--- src/rtl/mem_bus_arbiter.sv ---
// Memory bus arbiter: shares one external bus between instruction fetch and
// data access. Data has fixed priority over fetch. One transaction is in
// flight at a time, and an ack watchdog aborts a transaction whose ack never
// arrives. Port names follow the pipeline/bus naming used by the integrating
// core, so they carry no direction suffix.
module mem_bus_arbiter #(
  parameter int unsigned ACK_TIMEOUT = 255   // 1..255
) (
  input  logic        clk,
  input  logic        rst,          // synchronous, active-low
  // fetch port
  input  logic        if_req,
  input  logic [31:0] if_addr,
  output logic [31:0] if_rdata,
  output logic        if_valid,
  output logic        if_err,
  // data port
  input  logic        d_req,
  input  logic        d_we,
  input  logic [3:0]  d_sel,
  input  logic [31:0] d_addr,
  input  logic [31:0] d_wdata,
  output logic [31:0] d_rdata,
  output logic        d_valid,
  output logic        d_err,
  // pipeline redirect
  input  logic        flush,
  // external bus
  output logic        bus_req,
  output logic        bus_we,
  output logic [3:0]  bus_sel,
  output logic [31:0] bus_addr,
  output logic [31:0] bus_wdata,
  input  logic [31:0] bus_rdata,
  input  logic        bus_ack,
  // stall requests
  output logic        stallreq_if,
  output logic        stallreq_mem
);

  typedef enum logic [1:0] {IDLE, D_BUSY, IF_BUSY} state_e;

  localparam logic [7:0] TMO = 8'(ACK_TIMEOUT);

  state_e      state_q, state_d;
  logic [7:0]  wdog_q, wdog_d;
  logic        drop_q, drop_d;
  logic        bus_req_q, bus_req_d;
  logic        bus_we_q, bus_we_d;
  logic [3:0]  bus_sel_q, bus_sel_d;
  logic [31:0] bus_addr_q, bus_addr_d;
  logic [31:0] bus_wdata_q, bus_wdata_d;
  logic [31:0] if_rdata_q, if_rdata_d;
  logic [31:0] d_rdata_q, d_rdata_d;
  logic        if_valid_q, if_valid_d;
  logic        if_err_q, if_err_d;
  logic        d_valid_q, d_valid_d;
  logic        d_err_q, d_err_d;

  logic        d_pend, if_pend, tmo, done, drop_now;
  logic [7:0]  wdog_inc;

  // A port that just got its valid must not be re-issued in the same cycle.
  assign d_pend   = d_req & ~d_valid_q;
  assign if_pend  = if_req & ~if_valid_q & ~flush;
  // wdog_inc counts bus_req cycles including the current one.
  assign wdog_inc = wdog_q + 8'd1;
  assign tmo      = (wdog_inc == TMO);
  assign done     = (state_q != IDLE) & (bus_ack | tmo);
  // A flush coinciding with the ack still discards the fetch result.
  assign drop_now = drop_q | flush;

  // State register
  always_ff @(posedge clk) begin
    if (!rst) state_q <= IDLE;
    else      state_q <= state_d;
  end

  // Next-state: data wins over fetch; busy states leave on ack or timeout
  always_comb begin
    state_d = state_q;
    case (state_q)
      IDLE: begin
        if (d_pend)       state_d = D_BUSY;
        else if (if_pend) state_d = IF_BUSY;
      end
      D_BUSY, IF_BUSY: begin
        if (done) state_d = IDLE;
      end
      default: state_d = IDLE;
    endcase
  end

  // Output/datapath next values: bus fields load on issue, results on completion
  always_comb begin
    wdog_d      = 8'd0;
    drop_d      = 1'b0;
    bus_req_d   = bus_req_q;
    bus_we_d    = bus_we_q;
    bus_sel_d   = bus_sel_q;
    bus_addr_d  = bus_addr_q;
    bus_wdata_d = bus_wdata_q;
    if_rdata_d  = if_rdata_q;
    d_rdata_d   = d_rdata_q;
    if_valid_d  = 1'b0;
    if_err_d    = 1'b0;
    d_valid_d   = 1'b0;
    d_err_d     = 1'b0;
    case (state_q)
      IDLE: begin
        if (d_pend) begin
          bus_req_d   = 1'b1;
          bus_we_d    = d_we;
          bus_sel_d   = d_sel;
          bus_addr_d  = d_addr;
          bus_wdata_d = d_wdata;
        end else if (if_pend) begin
          bus_req_d   = 1'b1;
          bus_we_d    = 1'b0;
          bus_sel_d   = 4'hF;
          bus_addr_d  = if_addr;
        end
      end
      D_BUSY: begin
        wdog_d = wdog_inc;
        if (done) begin
          wdog_d    = 8'd0;
          bus_req_d = 1'b0;
          d_valid_d = 1'b1;
          d_err_d   = ~bus_ack;
          d_rdata_d = bus_ack ? bus_rdata : 32'd0;
        end
      end
      IF_BUSY: begin
        wdog_d = wdog_inc;
        drop_d = drop_now;
        if (done) begin
          wdog_d    = 8'd0;
          drop_d    = 1'b0;
          bus_req_d = 1'b0;
          if (!drop_now) begin
            if_valid_d = 1'b1;
            if_err_d   = ~bus_ack;
            if_rdata_d = bus_ack ? bus_rdata : 32'd0;
          end
        end
      end
      default: ;
    endcase
  end

  // Datapath registers; reset also aborts a transaction in flight
  always_ff @(posedge clk) begin
    if (!rst) begin
      wdog_q      <= 8'd0;
      drop_q      <= 1'b0;
      bus_req_q   <= 1'b0;
      bus_we_q    <= 1'b0;
      bus_sel_q   <= 4'd0;
      bus_addr_q  <= 32'd0;
      bus_wdata_q <= 32'd0;
      if_rdata_q  <= 32'd0;
      d_rdata_q   <= 32'd0;
      if_valid_q  <= 1'b0;
      if_err_q    <= 1'b0;
      d_valid_q   <= 1'b0;
      d_err_q     <= 1'b0;
    end else begin
      wdog_q      <= wdog_d;
      drop_q      <= drop_d;
      bus_req_q   <= bus_req_d;
      bus_we_q    <= bus_we_d;
      bus_sel_q   <= bus_sel_d;
      bus_addr_q  <= bus_addr_d;
      bus_wdata_q <= bus_wdata_d;
      if_rdata_q  <= if_rdata_d;
      d_rdata_q   <= d_rdata_d;
      if_valid_q  <= if_valid_d;
      if_err_q    <= if_err_d;
      d_valid_q   <= d_valid_d;
      d_err_q     <= d_err_d;
    end
  end

  assign bus_req   = bus_req_q;
  assign bus_we    = bus_we_q;
  assign bus_sel   = bus_sel_q;
  assign bus_addr  = bus_addr_q;
  assign bus_wdata = bus_wdata_q;
  assign if_rdata  = if_rdata_q;
  assign if_valid  = if_valid_q;
  assign if_err    = if_err_q;
  assign d_rdata   = d_rdata_q;
  assign d_valid   = d_valid_q;
  assign d_err     = d_err_q;

  assign stallreq_if  = if_req & ~if_valid_q & ~flush;
  assign stallreq_mem = d_req & ~d_valid_q;

endmodule

--- config.mk ---
export PLATFORM = sky130hd
export DESIGN_NAME = mem_bus_arbiter
export DESIGN_NICKNAME = d
export VERILOG_FILES = /design/src/rtl/mem_bus_arbiter.sv
export SDC_FILE = /design/constraint.sdc
export NUM_CORES = 1
export LEC_CHECK = 0
export ABC_CLOCK_PERIOD_IN_PS = 3030
export BUFFER_PORTS_ARGS = -buffer_cell sky130_fd_sc_hd__buf_2
export CAP_MARGIN = 30
export CORE_AREA = 2 2 119 121
export DETAILED_ROUTE_END_ITERATION = 8
export DIE_AREA = 0 0 121 123
export PLACE_DENSITY = 0.77
export SYNTH_ARGS = -nofsm -noshare
export SYNTH_HDL_FRONTEND = slang
export SYNTH_SLANG_ARGS = --single-unit
--- constraint.sdc ---
create_clock -name clk -period 3.03 [get_ports clk]
set_input_delay 0.303 -clock clk [delete_from_list [all_inputs] [get_ports clk]]
set_output_delay 0.303 -clock clk [all_outputs]
set_load 0.005 [all_outputs]
== After elaboration in Yosys (flattened, before gate mapping) ==
Index checks and enable logic that the tools add are counted.

* Flip-flop bits (word level): 149
* Latch bits: 0
* Memory bits (writable): 0
* ROM bits: 0
* Bits of input ports: 139
* Output and inout bits: 140
* Word-level logic and storage cells: 69
* Memories: 0

* Add/subtract/negate cells: 1
* $mul: 0
* Div/mod/pow operators: 0
* Order comparisons: 0
* Equal/unequal tests: 5
* Shift operators: 0
* Mux-type cells: 17
* Bitwise logic cells: 15
* Reduce and logical (&&, ||, !) cells: 17

{| class="wikitable"
|+ Operators with widths
! cell !! count
|-
| 32-bit two-way mux || 3
|-
| 3-bit AND reduction || 4
|-
| 2-bit AND reduction || 5
|-
| 1-bit NOT || 9
|-
| 8-bit by 1-bit adder with 8-bit output, second input constant || 1
|-
| 8-bit equality test, second input constant || 1
|-
| 4-bit two-way mux || 2
|-
| 1-bit two-way mux || 7
|-
| 2-bit two-way mux || 3
|-
| 2-bit nonzero test || 3
|-
| 3-bit OR reduction || 2
|-
| 1-bit AND || 4
|-
| 2-bit one-hot mux with 2 select lines || 1
|-
| 4-bit OR reduction || 1
|-
| 3-bit != test, second input constant || 1
|-
| 2-bit by 1-bit equality test with 1-bit output, second input constant || 1
|-
| 2-bit equality test, second input constant || 1
|-
| 2-bit logical NOT || 1
|-
| 2-bit by 1-bit != test with 1-bit output, second input constant || 1
|-
| 1-bit bitwise OR || 2
|-
| 1-bit one-hot mux with 2 select lines || 1
|-
| 2-bit OR reduction || 1
|}

== Depth between registers and ports, before layout ==
* Depth after elaboration: 6
* Depth in mapped cells: 8
* Gate-level depth less buffers: 7

== Worst setup path before layout ==
No wires, ideal clock.

* Kind: reg2reg
* Start: reg wdog_q[0]
* End: reg wdog_q[3]
* Arrival: 2.087 ns
* Required time: 2.897 ns
* Slack: 0.810 ns
* Stages on the path, launching flop included: 7
* Clock period less this slack: 2.220 ns
* Cells stage by stage: dfxtp_1 > ha_1 > clkbuf_1 > or4_1 > a311o_4 > a211oi_2 > nor2_1

* Longest elaborated chain between the ends: 5

{| class="wikitable"
|+ Ends and longest elaborated chain
! item !! RTL line !! text
|-
| from (decl) || 46 || <nowiki>logic [7:0] wdog_q, wdog_d;</nowiki>
|-
| from (signal assigned) || 169 || <nowiki>wdog_q <= wdog_d;</nowiki>
|-
| 8-bit by 1-bit adder with 8-bit output * || 67 || <nowiki>assign wdog_inc = wdog_q + 8'd1;</nowiki>
|-
| 8-bit equality test || 68 || <nowiki>assign tmo = (wdog_inc == TMO);</nowiki>
|-
| 1-bit bitwise OR || 69 || <nowiki>assign done = (state_q != IDLE) & (bus_ack | tmo);</nowiki>
|-
| 1-bit AND || 69 ||
|-
| 3-bit OR reduction (no source line) || - ||
|}

Every way passes the cells marked *; elsewhere a longest branch is shown, timed or not.
A chain may end at the register's enable or synchronous reset.

== Worst setup path in the final report ==
* Start: reg wdog_q[0]
* End: reg d_rdata_q[30] (netlist: d_rdata[30])

* Longest elaborated chain between the ends: 5

{| class="wikitable"
|+ Ends and longest elaborated chain
! item !! RTL line !! text
|-
| 8-bit by 1-bit adder with 8-bit output || 67 ||
|-
| 8-bit equality test || 68 ||
|-
| 1-bit bitwise OR || 69 ||
|-
| 1-bit AND || 69 ||
|-
| 2-bit AND reduction (no source line) || - ||
|-
| to (signal assigned) || 177 || <nowiki>d_rdata_q <= d_rdata_d;</nowiki>
|-
| to (decl) || 54 || <nowiki>logic [31:0] d_rdata_q, d_rdata_d;</nowiki>
|}

No other way between the ends.

==> results.rst <==
.. list-table::
   :header-rows: 1

   * - Metric
     - Value
   * - Run status
     - finished clean
   * - Clock network power share
     - 40.8%
   * - Antenna violations before repair
     - 2
   * - Detail Placement HPWL
     - 13,000 um
   * - Top flip-flop cell by instance count after synthesis
     - dfxtp_1
   * - Total Neg Setup Slack
     - 0 ns
   * - Router iterations before antenna repair
     - 5
   * - Wire per inst
     - 15.6 um
   * - Type of the setup path with the least slack
     - flip-flop to flip-flop
   * - Count of mapped cells out of synthesis
     - between 700 and 800
   * - Number of buffers inserted during clock tree synthesis
     - 17
   * - Detail Route Antenna Nets
     - 0
   * - Top area cells in the synthesized netlist
     - dfxtp_1 (47%), nand2_1 (13%), o21ai_0 (5.4%)
   * - Synth cell count leaders
     - nand2_1 (228), dfxtp_1 (149), o21ai_0 (69), clkbuf_1 (63), nor2_1 (52)
   * - Endpoint required time on the critical path
     - roughly 3.3 ns
   * - Total via count in the routed design
     - about 6,600
   * - Critical Path Source Type
     - flip-flop
   * - Total routing resource utilization after global routing
     - between 20% and 30%
   * - Max-slew violation count
     - 0
   * - Number of buffers added for setup after CTS
     - 0
   * - Register-to-register setup slack
     - roughly 0.56 ns
   * - Total number of clock tree sinks
     - about 150
   * - Die Span Y
     - about 120 um
   * - Final core utilization
     - 62.4%
   * - Maximum number of pins on one net before global-route repair
     - 81
   * - TritonCTS clock tree
     - built
   * - Final weighted congestion in routability-driven placement
     - ~0.83
   * - Fill cell total of the finished layout
     - 1,200
   * - Fin Clk Skew
     - slightly above 0.008 ns
   * - Actual transition at the worst max-transition pin
     - between 0.5 and 0.6 ns
   * - Share of the yosys chip area belonging to registers
     - a little under half
   * - Final Hold Violating Endpoints
     - 0
   * - Netlist area before placement
     - roughly 0.0064 sq mm
   * - Cell with the most instances after synthesis
     - nand2_1
   * - Via count of the first global-routing pass
     - 5,670
   * - Dpl ws
     - approximately 0.56 ns
   * - Async set-or-reset flop fraction in the synthesized netlist
     - 0%
   * - Reg2Reg Launch Point
     - wdog_q[0]
   * - Worst endpoint data arrival time
     - approximately 2.8 ns
   * - Area of the die
     - around 0.015 sq mm
   * - Critical Path Slowest Stage Cell
     - or4_1
   * - Tightest hold margin
     - 0.123 ns
   * - Number of synthesized flops with an enable pin
     - 0
   * - Int Pwr
     - between 3 and 4 mW
   * - Distinct cell type count of the synthesized netlist
     - 45
   * - Switching share of total power
     - between 20% and 30%
   * - Critical path capture point
     - d_rdata[30]
   * - Crit-path cells
     - ha_1, or4_1, a311o_4, o21bai_4, buf_4, o21ai_0
   * - Synth Net Count
     - about 940
   * - Library cell occupying the most area in the post-synthesis netlist
     - dfxtp_1
   * - Worst relative slew slack
     - a little over three fifths
   * - Via count normalized by instance count
     - 5.38
   * - I/O pin total
     - about 280
   * - H-Tree Level Count
     - 4
   * - Total power density per cell area
     - between 600 and 700 mW/mm^2
   * - Area occupied by multi-input gates
     - roughly 0.0031 sq mm
   * - Ratio of final minimum period to clock period
     - between 80% and 90%
   * - Core area
     - around 0.014 sq mm
   * - Post-layout min period
     - 2.47 ns
   * - Number of cell instances on the worst register-to-register path
     - 6
   * - Buffer depth of the longest clock path
     - 2
   * - Nets@finish
     - ~1,200
   * - Drt total wl
     - between 15,000 and 20,000 um
   * - Proportion of netlist area held by the largest area contributor
     - between 40% and 50%
   * - Final global-route overflow total
     - 0
   * - Width of the die
     - 121 um
   * - Portion of total power attributed to combinational logic
     - approximately 17%
   * - Placement Rows
     - 43
   * - Worst-case vdd ir drop
     - between 0.0003 and 0.0004 V
   * - Standby leakage power
     - ~3.7 nW
   * - Total of cells resized after clock tree synthesis
     - 0
   * - Top achievable clock speed
     - 0.406 GHz
   * - Class of the tightest hold or removal check
     - primary input to flip-flop
   * - Clock transition at the registers of the reported paths
     - ~0.06 ns
   * - Detailed router's first-iteration violation count
     - between 500 and 600
   * - CTS root buf
     - clkbuf_16
   * - Number of buffer cells added on primary ports
     - 278
   * - Destination of the worst register-to-register timing path
     - d_rdata[30]
   * - Number of remaining DRC errors
     - 0
   * - CTS Hold Buffers Added
     - 0
   * - Max-cap viol count
     - 0
   * - Sequential cell area
     - approximately 0.0030 sq mm
   * - Synth Register Bits
     - ~150
   * - RSZ-0062 raised after global routing
     - no
   * - Share of cells above drive strength 1
     - roughly 32%
   * - Post-route setup slack
     - approximately 0.56 ns
   * - Power share of the sequential group
     - about 42%
   * - P_sw
     - around 1.4 mW
   * - Average cell area after synthesis
     - between 8 and 9 sq um
   * - CP Capture Type
     - flip-flop
   * - Final setup fails
     - 0
   * - Wire length of the first global-routing pass
     - 28,900 um
   * - Crit-path max cell delay
     - 0.58 ns
   * - Crit path launch
     - wdog_q[0]
   * - Skew-Pair Late Insertion Delay
     - roughly 0.42 ns
   * - Area growth from synthesis to layout
     - 32.7%
   * - Maximum fanout encountered on the critical timing path
     - 34
   * - Initial standard-cell utilization of the core
     - 47.1%
   * - Warnings, synthesis
     - 0
-- cell type report --
class | instances | share of cell area [%]
Multi-Input combinational cell | 567 | 36.4
Sequential cell | 149 | 35.1
Timing Repair Buffer | 295 | 18.2
Clock buffer | 22 | 5.70
Tap cell | 180 | 2.65
Clock inverter | 9 | 1.47
Inverter | 10 | 0.442
Antenna cell | 1 | 0.0294
-- power groups by stage --
stage,logic [mW],clock network [mW],registers (mW)
global placement,0.892,0,2.28
detailed placement,0.899,0,2.29
floorplan,0.470,0,2.30
CTS,0.903,2.20,2.25
global route,1.00,2.29,2.27
finish,0.900,2.17,2.25
-- worst max-delay path: cells and delay by family (launching register included) --
kind / cells / cell delay [ns]
fa+ha+maj: 1 / 0.33
simple gates: 1 / 0.58
buf+inv: 1 / 0.34
flops: 1 / 0.38
compound gates: 3 / 0.71
-- layer usage --
layer	track usage [%]	part of all wire (%)
met1	32.3	43
met3	6.73	8.1
met4	9.59	2.0
met2	37.5	46
met5	0	0.067
-- logic make-up (layout without fill, tap and decap cells) --
kind of cell / count (synthesis) / in the layout / share of synthesized area [%]
buf+inv: 82 / 336 / 5.37
xor+xnor: 6 / 6 / 0.820
other cells: 0 / 1 / 0
flops: 149 / 149 / 46.6
fa+ha+maj: 5 / 5 / 0.977
compound gates: 222 / 222 / 23.8
simple gates: 334 / 334 / 22.4
-- metrics by stage --
stage,total power [mW],cells,area [sq um]
finish,5.32,1233,8500
global route,5.56,1233,8500
CTS,5.35,1232,8500
detailed placement,3.19,1201,7890
global placement,3.17,1201,7890
floorplan,2.77,798,6400
-- worst min-delay path by stage --
stage	slack (ns)	end	start	cells past startpoint
4_1_cts	0.11	bus_wdata[9]	d_wdata[9]	3
3_5_place_dp	0.44	bus_wdata[16]	bus_wdata[16]	2
3_3_place_gp	0.44	bus_wdata[9]	bus_wdata[9]	2
2_1_floorplan	0.44	bus_wdata[0]	d_wdata[0]	2
5_1_grt	0.11	bus_wdata[12]	d_wdata[12]	3
6_report	0.12	bus_wdata[12]	d_wdata[12]	3
-- sequential cells by signal, summed over array words and instances (netlist names) --
name,flops
if_valid,1
d_valid,1
if_rdata,32
bus_wdata,32
bus_req,1
d_rdata,32
bus_addr,32
bus_sel,4
if_err,1
drop_q,1
state_q,2
bus_we,1
wdog_q,8
d_err,1
-- layout by cell type (no fill, tap or decap), drive strengths merged, types with 5 or more instances in the layout --
cell / count
a21boi: 14
a21oi: 25
a311oi: 32
a32oi: 32
buf: 295
clkbuf: 22
dfxtp: 149
ha: 5
inv: 10
nand2: 229
nand3b: 34
nor2: 53
o21ai: 69
o22ai: 32
xnor2: 5
Power figures use the tool's default switching activity.
